## config.mk

```make
export PLATFORM = sky130hd
export DESIGN_NAME = mem_stage_sram_ctrl
export DESIGN_NICKNAME = d
export VERILOG_FILES = /design/src/rtl/mem_stage_sram_ctrl.sv
export SDC_FILE = /design/constraint.sdc
export NUM_CORES = 1
export LEC_CHECK = 0
export BUFFER_PORTS_ARGS = -buffer_cell sky130_fd_sc_hd__buf_4
export CAP_MARGIN = 25
export CORE_MARGIN = 2
export CORE_UTILIZATION = 48
export DETAILED_ROUTE_END_ITERATION = 10
export PLACE_DENSITY = 0.86
export SYNTH_ARGS = -nofsm -noshare
export SYNTH_HDL_FRONTEND = slang
export SYNTH_SLANG_ARGS = --single-unit
```

## constraint.sdc

```tcl
create_clock -name clk -period 2.92 [get_ports clk]
set_input_delay 0.438 -clock clk [delete_from_list [all_inputs] [get_ports clk]]
set_output_delay 0.438 -clock clk [all_outputs]
set_load 0.005 [all_outputs]
```

## src/rtl/mem_stage_sram_ctrl.sv

```systemverilog
// mem_stage_sram_ctrl
//   Bridges the MEM pipeline stage to an external 16-bit asynchronous SRAM.
//   Each 32-bit load/store runs as two half-word phases (low, then high).
//   Each phase lasts WAIT_CYCLES+1 clocks. The pipeline is frozen via
//   `ready` while an access is in flight.
//
// Parameters
//   WAIT_CYCLES  extra cycles per half-word phase (0..15)
//   ADDR_OFFSET  byte address subtracted from `address` before SRAM mapping
//
// Ports
//   clk          single clock, rising edge
//   rst          asynchronous reset, active low
//   mem_r_en     load request from EX/MEM
//   mem_w_en     store request from EX/MEM (wins when both are set)
//   address      byte address
//   st_val       store data
//   ready        1 = idle with no request, or access completing this cycle
//   rd_data      last completed read word
//   sram_addr    half-word address to the SRAM
//   sram_dq_out  write data to the SRAM
//   sram_dq_oe   1 = controller drives the data bus
//   sram_dq_in   read data from the SRAM
//   sram_we_n    active-low write strobe
//   sram_oe_n    active-low output enable
//
// state | meaning
// ------+-----------------------------------------------------------
// IDLE  | no access; a request latches address/data and starts LOW
// LOW   | low half-word phase, WAIT_CYCLES+1 cycles
// HIGH  | high half-word phase, WAIT_CYCLES+1 cycles
// DONE  | one cycle with ready=1; rd_data valid for write-back

module mem_stage_sram_ctrl #(
    parameter int unsigned WAIT_CYCLES = 1,
    parameter logic [31:0] ADDR_OFFSET = 32'd1024
) (
    input  logic        clk,
    input  logic        rst,
    input  logic        mem_r_en,
    input  logic        mem_w_en,
    input  logic [31:0] address,
    input  logic [31:0] st_val,
    output logic        ready,
    output logic [31:0] rd_data,
    output logic [17:0] sram_addr,
    output logic [15:0] sram_dq_out,
    output logic        sram_dq_oe,
    input  logic [15:0] sram_dq_in,
    output logic        sram_we_n,
    output logic        sram_oe_n
);

    typedef enum logic [1:0] {
        IDLE = 2'd0,
        LOW  = 2'd1,
        HIGH = 2'd2,
        DONE = 2'd3
    } state_t;

    localparam logic [3:0] PHASE_LOAD = 4'(WAIT_CYCLES);

    state_t      state;
    logic [3:0]  cnt;
    logic [31:0] addr_q;
    logic [31:0] data_q;
    logic        wr_q;

    logic        req;
    logic        wr_req;
    logic [31:0] addr_map;
    logic        addr_unused;

    assign req      = mem_r_en | mem_w_en;
    assign wr_req   = mem_w_en;
    // Addresses below the offset simply wrap modulo 2^32.
    assign addr_map = address - ADDR_OFFSET;

    // Byte-lane bits and the bits above the 512 KiB window are ignored.
    assign addr_unused = ^{addr_q[31:19], addr_q[1:0]};

    // Combinational so a request seen in IDLE freezes the pipeline at once.
    assign ready = ((state == IDLE) && !req) || (state == DONE);

    // Phase timing uses a down-counter loaded with WAIT_CYCLES on phase
    // entry. The phase ends on the edge where the counter is already zero.
    // SRAM pins are registered. They are loaded for the state being entered.
    always_ff @(posedge clk or negedge rst) begin
        if (!rst) begin
            state       <= IDLE;
            cnt         <= 4'd0;
            addr_q      <= 32'd0;
            data_q      <= 32'd0;
            wr_q        <= 1'b0;
            rd_data     <= 32'd0;
            sram_addr   <= 18'd0;
            sram_dq_out <= 16'd0;
            sram_dq_oe  <= 1'b0;
            sram_we_n   <= 1'b1;
            sram_oe_n   <= 1'b1;
        end else begin
            case (state)
                IDLE: begin
                    if (req) begin
                        state       <= LOW;
                        addr_q      <= addr_map;
                        data_q      <= st_val;
                        wr_q        <= wr_req;
                        cnt         <= PHASE_LOAD;
                        sram_addr   <= {addr_map[18:2], 1'b0};
                        sram_we_n   <= ~wr_req;
                        sram_oe_n   <= wr_req;
                        sram_dq_oe  <= wr_req;
                        sram_dq_out <= wr_req ? st_val[15:0] : 16'd0;
                    end
                end
                LOW: begin
                    if (cnt != 4'd0) begin
                        cnt <= cnt - 4'd1;
                    end else begin
                        state       <= HIGH;
                        cnt         <= PHASE_LOAD;
                        sram_addr   <= {addr_q[18:2], 1'b1};
                        sram_dq_out <= wr_q ? data_q[31:16] : 16'd0;
                        if (!wr_q) begin
                            rd_data[15:0] <= sram_dq_in;
                        end
                    end
                end
                HIGH: begin
                    if (cnt != 4'd0) begin
                        cnt <= cnt - 4'd1;
                    end else begin
                        state       <= DONE;
                        cnt         <= 4'd0;
                        sram_addr   <= 18'd0;
                        sram_dq_out <= 16'd0;
                        sram_dq_oe  <= 1'b0;
                        sram_we_n   <= 1'b1;
                        sram_oe_n   <= 1'b1;
                        if (!wr_q) begin
                            rd_data[31:16] <= sram_dq_in;
                        end
                    end
                end
                DONE: begin
                    state <= IDLE;
                end
                default: begin
                    state <= IDLE;
                end
            endcase
        end
    end

endmodule

```

==> results_dict.tcl, run 1 <==
set metrics [dict create \
    drt_iter0_markers 175 \
    grt_max_degree 72 \
    rsz0062_at_grt "no" \
    antenna_cells 0 \
    route.detailed.drc 0 \
    reg2regPathDepth 7 \
    seq_area_frac_synth_pct 56.12 \
    gp_congestion 0.7751 \
    p_total_w 0.007513 \
    wire_per_inst_um 16.27 \
    worstSetupStartpoint "state[0]" \
    swShare_pct 38.07 \
    insertion_delay_ns 0.38 \
    layout_min_cycle_time_ns 2.522 \
    ys_ff_latch 109 \
    ys_async_sr_fraction_pct 100.0 \
    cts_tree "built" \
    p_per_area_nw_per_um2 1208 \
    h-tree-depth 3 \
    netlist_instances 402 \
    cts_setup_buffers 0 \
    max-slew-margin-rel_pct 52.02 \
    clock.fmax_ghz 0.3965 \
    power.internal_w 0.004653 \
    synth_area_um2 4865 \
    syn2layout_area_growth_pct 27.80 \
    gr-total-overflow 0 \
    port-buffer-count 138 \
    max-clock-path-buffers 2 \
    detailedRoute.firstPassIterationCount 4 \
    min_period_over_period_pct 86.38 \
    grt_pass1_wl_um 18130 \
    ir_drop_mv 0.5091 \
    num_rows 36 \
    fp.dieW_um 104.7 \
    r2r-start "cnt[0]" \
    power.share.clock_pct 12.7 \
    grt_pass1_vias 3670 \
    postRouteAntennaNets 0 \
    cts_buffers 9 \
    clkTransAtPathRegs_ns 0.11 \
    hold_buffers 0 \
    reg2reg_slack_ns 0.52 \
    drive_gt1_share_pct 45.56 \
    end_kind "primary output" \
    finalMaxSlewViolations 0 \
    finClkSkew_ns 0.01307 \
    cts-root-buf "clkbuf_8" \
    cap_violations 0 \
    die_h_um 104.7 \
    path_max_fanout 9 \
    cp-start-kind "flip-flop" \
    final_hold_viol_count 0 \
    fp.dieArea_um2 10960 \
    start_util_pct 49.54 \
    ys.flop_type "dfrtp_1" \
    hold_class "primary input to async pin" \
    p_seq_share_pct 36.7 \
    outcome "completed" \
    vias 3546 \
    fin_nets 626 \
    synthDistinctLibCells 48 \
    clkSinkCount 109 \
    tns_ns 0 \
    routed_wl_um 10950 \
    finalSetupViolations 0 \
    rr_endpoint "sram_addr[17]" \
    coreArea_um2 9819 \
    arrival_ns 2.08 \
    dp_hpwl_um 7865 \
    power_switching_w 0.002861 \
    tightest_slew_ns 0.7197 \
    io_pins 154 \
    synth-edff-count 0 \
    vias_per_cell 5.269 \
    power_frac_comb_pct 50.6 \
    ctsResizeCount 0 \
    grt_usage_pct 20.78 \
    whs_ns 0.01076 \
    grt_antenna_before_repair 0 \
    yosys_warnings 0 \
    worstSetupPathType "flip-flop to primary output" \
    power.leakage_nw 2.884 \
    syn_avg_cell_area_um2 12.10 \
    syn_nets 493 \
    cp.required_ns 2.48 \
]
-- layer usage --
metal / wire [µm] / GRT usage, %
met1: 4525 / 25.22
met2: 5725 / 35.62
met3: 385 / 4.367
met4: 313 / 9.429
met5: 0 / 0
-- Yosys cell counts (all sizes together), types with 2 or more instances --
library cell | instances | share of area (%)
nand2 | 14 | 1.4
buf | 13 | 2.3
nor2b | 9 | 1.2
dfrtp | 107 | 55
dfstp | 2 | 1.1
clkbuf | 10 | 0.77
or2 | 4 | 0.51
nor2 | 44 | 3.7
xnor2 | 4 | 0.72
nor4 | 2 | 0.26
xor2 | 2 | 0.36
a22o | 3 | 0.54
a31oi | 3 | 0.51
or3 | 2 | 0.26
a21o | 3 | 0.46
and3 | 2 | 0.26
a2bb2oi | 2 | 0.36
a21oi | 48 | 6.4
mux2 | 57 | 13
nand3 | 3 | 0.31
inv | 8 | 0.62
nor3b | 2 | 0.41
ha | 7 | 1.8
a22oi | 16 | 2.5
nand2b | 2 | 0.26
o21ai | 14 | 1.4
nor3 | 4 | 0.41
mux2i | 4 | 0.82
-- cell type report --
type / count / area (µm²)
flip-flops and latches: 109 / 2730
multi-input cells: 262 / 1968
clock buffers: 10 / 137.6
well taps: 133 / 166.4
inverters: 8 / 30.03
repair buffers: 145 / 1114
clock inverters: 6 / 71.32
fillers: 787 / 3602
-- worst max path at each step --
stage | to | slack [ns] | cells past startpoint
5_1_grt | ready | 0.25 | 5
3_3_place_gp | sram_addr[17] | 0.63 | 7
6_report | ready | 0.40 | 5
2_1_floorplan | sram_addr[10] | 0.95 | 8
4_1_cts | ready | 0.38 | 5
3_5_place_dp | sram_addr[17] | 0.56 | 7
-- state kept, by name, indices dropped and copies added, names as in the netlist --
name and cells:
state 2, sram_addr 18, wr_q 1, addr_q 17
cnt 4, sram_dq_oe 1, sram_oe_n 1, rd_data 32
sram_we_n 1, data_q 16, sram_dq_out 16
-- cells in the final DEF (no fill, tap or decap), types with 5 or more instances in the layout --
master	instances
ha_1	7
mux2_1	5
clkbuf_8	10
a21oi_2	19
nor2_1	43
dfrtp_1	107
a22oi_1	16
buf_4	143
inv_1	8
nand2_1	12
a21oi_1	29
o21ai_0	13
nor2b_1	9
mux2_2	52
-- stage by stage --
step / cells / area (µm²) / worst slack [ns] / utilization [%]
2_1_floorplan: 402 / 4865 / 0.9517 / -
3_3_place_gp: 657 / 6008 / 0.6310 / 61.19
3_5_place_dp: 657 / 6008 / 0.5633 / 61.19
4_1_cts: 673 / 6217 / 0.3802 / 63.32
5_1_grt: 673 / 6217 / 0.2513 / 63.32
6_report: 673 / 6217 / 0.3977 / 63.32
-- kinds of logic after synthesis --
group           Yosys count  share of synthesized area (%)
mux                      61                          14.02
compound gates           96                          13.63
buf+inv                  31                          3.652
fa+ha+maj                 7                          1.800
xor+xnor                  6                          1.080
simple gates             92                          9.696
flops                   109                          56.12
-- power groups by stage --
stage / registers [W] / logic [W] / clock network (W)
floorplan: 0.00275 / 0.00251 / 0
global placement: 0.00273 / 0.00367 / 0
detailed placement: 0.00279 / 0.00383 / 0
CTS: 0.00276 / 0.00384 / 0.000973
global route: 0.00287 / 0.00418 / 0.00103
finish: 0.00276 / 0.00380 / 0.000953
-- critical path, stage by stage, from the launching register on --
cell	delay (ns)
dfrtp_1	0.43
inv_1	0.11
ha_1	0.37
nor3b_2	0.50
or2_2	0.19
buf_4	0.10
Note: power is estimated with default switching activity, not from simulation.
==> run 2: changes to the inputs <==
--- a/config.mk
+++ b/config.mk
@@ -5,9 +5,9 @@
 export SDC_FILE = /design/constraint.sdc
 export NUM_CORES = 1
 export LEC_CHECK = 0
+export ABC_CLOCK_PERIOD_IN_PS = 2920
 export BUFFER_PORTS_ARGS = -buffer_cell sky130_fd_sc_hd__buf_4
 export CAP_MARGIN = 25
-export CORE_MARGIN = 2
 export CORE_UTILIZATION = 48
 export DETAILED_ROUTE_END_ITERATION = 10
 export PLACE_DENSITY = 0.86
==> constraint.sdc (replaced) <==
create_clock -name clk -period 2.92 [get_ports clk]
set_input_delay 0.438 -clock clk [delete_from_list [all_inputs] [get_ports clk]]
set_output_delay 0.438 -clock clk [all_outputs]
set_load 0.01 [all_outputs]
==> run 2 against run 1 <==
  * Setup slack worse by 0.089 ns
  * Global-route usage rose by 0.40 points
  * Fmax shrank 3.4%
  * Register-to-register slack improved by 0.03 ns
  * Largest cell class unchanged
  * Largest power group unchanged
==> results_dict.tcl, run 2 (same netlist as run 1, synthesis figures left out) <==
set metrics [dict create \
    fin_nets 628 \
    coreArea_um2 9819 \
    grt_usage_pct 21.18 \
    start_util_pct 49.54 \
    max-slew-margin-rel_pct 46.47 \
    layout_min_cycle_time_ns 2.611 \
    clkTransAtPathRegs_ns 0.10 \
    path_delay_family "simple AND/OR/NAND/NOR gates" \
    grt_pass1_wl_um 16760 \
    power.leakage_nw 2.869 \
    port-buffer-count 138 \
    cap_violations 0 \
    finalMaxSlewViolations 0 \
    largest_register "rd_data" \
    reg2regPathDepth 7 \
    h-tree-depth 3 \
    postRouteAntennaNets 0 \
    die_h_um 102.7 \
    route.detailed.drc 0 \
    power_frac_comb_pct 52.5 \
    cp-start-kind "flip-flop" \
    outcome "completed" \
    power.share.clock_pct 10.9 \
    arrival_ns 2.17 \
    clkSinkCount 109 \
    min_period_over_period_pct 89.41 \
    ir_drop_mv 0.6398 \
    worstSetupPathType "flip-flop to primary output" \
    final_cell_mix "buf_4 (146), dfrtp_1 (107), mux2_2 (52), nor2_1 (43), a21oi_1 (29)" \
    final_hold_viol_count 0 \
    wire_per_inst_um 15.88 \
    clock.fmax_ghz 0.3830 \
    cts_tree "built" \
    cp_num_cells 5 \
    path_cells "inv_1, ha_1, nor3b_2, or2_2, buf_4" \
    rsz0062_at_grt "no" \
    dp_hpwl_um 7774 \
    largest_reg_flops 32 \
    finClkSkew_ns 0.01478 \
    num-fill-cells 787 \
    finalSetupViolations 0 \
    vias_per_cell 5.210 \
    antenna_cells 0 \
    fp.dieW_um 102.7 \
    cts_buffers 9 \
    seq_area_um2 2730 \
    insertion_delay_ns 0.39 \
    gp_congestion 0.7820 \
    vias 3517 \
    top_regs "rd_data (32), sram_addr (18), addr_q (17)" \
    slowest_stage "nor3b_2" \
    syn2layout_area_growth_pct 26.98 \
    p_per_area_nw_per_um2 1222 \
    drt_iter0_markers 152 \
    routed_wl_um 10720 \
    worst_path_largest_cell_delay_ns 0.51 \
    tightest_slew_ns 0.8029 \
    drive_gt1_share_pct 45.39 \
    end_kind "primary output" \
    cts-root-buf "clkbuf_8" \
    path_max_fanout 9 \
    layout_commonest_cell "buf_4" \
    grt_max_degree 65 \
    power.internal_w 0.004550 \
    tns_ns 0 \
    cts_setup_buffers 0 \
    grt_pass1_vias 3550 \
    num_rows 36 \
    max-clock-path-buffers 2 \
    gr-total-overflow 0 \
    fin_util_pct 62.91 \
    ctsResizeCount 0 \
    hold_class "primary input to async pin" \
    io_pins 154 \
    fp.dieArea_um2 10540 \
    cp.required_ns 2.48 \
    grt_antenna_before_repair 0 \
    detailedRoute.firstPassIterationCount 4 \
    p_seq_share_pct 36.6 \
    swShare_pct 39.71 \
    power_switching_w 0.002997 \
    hold_buffers 0 \
    crit_buf_inv 2 \
    multiInputGateArea_um2 1968 \
]
==> run 2: metal layers <==
layer	wire length [µm]	global-route usage [%]	share of wire [%]	vias to the layer above
met4	357	11.65	3.3	0
li1	-	-	-	1675
met5	0	0	0	-
met3	432	5.831	4.0	27
met2	5652	35.64	53	78
met1	4276	24.52	40	1737
==> run 2: final timing paths <==
check,start,end,slack [ns]
worst max-delay path,state[0],ready,0.31
worst min-delay path,rst,sram_dq_out[12],0.12
worst max register to register,cnt[0],sram_addr[3],0.55
worst min register to register,addr_q[15],addr_q[15],0.49
max in group asynchronous,rst,sram_we_n,1.94
min in group clk,sram_dq_in[0],rd_data[16],0.27
==> run 2: metrics by stage <==
step | hold WS, ns | std cells | power, W | area, µm² | setup slack (ns)
2_1_floorplan | 0.1424 | 402 | 0.005451 | 4865 | 0.9517
3_3_place_gp | 0.4599 | 659 | 0.006595 | 6011 | 0.6424
3_5_place_dp | 0.4730 | 659 | 0.006809 | 6011 | 0.5802
4_1_cts | 0.1353 | 675 | 0.007630 | 6177 | 0.2945
5_1_grt | 0.1638 | 675 | 0.008105 | 6177 | 0.1661
6_report | 0.1168 | 675 | 0.007547 | 6177 | 0.3091
==> run 2: area by class of cell <==
cell class,count,area share (%)
clock buffer,11,2.127
clock inverter,5,0.5671
inverter,8,0.4861
multi-input combinational,262,31.86
sequential,109,44.20
tap,133,2.694
timing repair buffer,147,18.07
==> run 2: power by group through the flow <==
| stage | sequential [W] | combinational, W | clock, W |
|---|---|---|---|
| 3_3_place_gp | 0.00274 | 0.00386 | 0 |
| 4_1_cts | 0.00277 | 0.00401 | 0.000849 |
| 5_1_grt | 0.00286 | 0.00435 | 0.000898 |
| 6_report | 0.00276 | 0.00396 | 0.000820 |
| 2_1_floorplan | 0.00294 | 0.00251 | 0 |
| 3_5_place_dp | 0.00280 | 0.00401 | 0 |
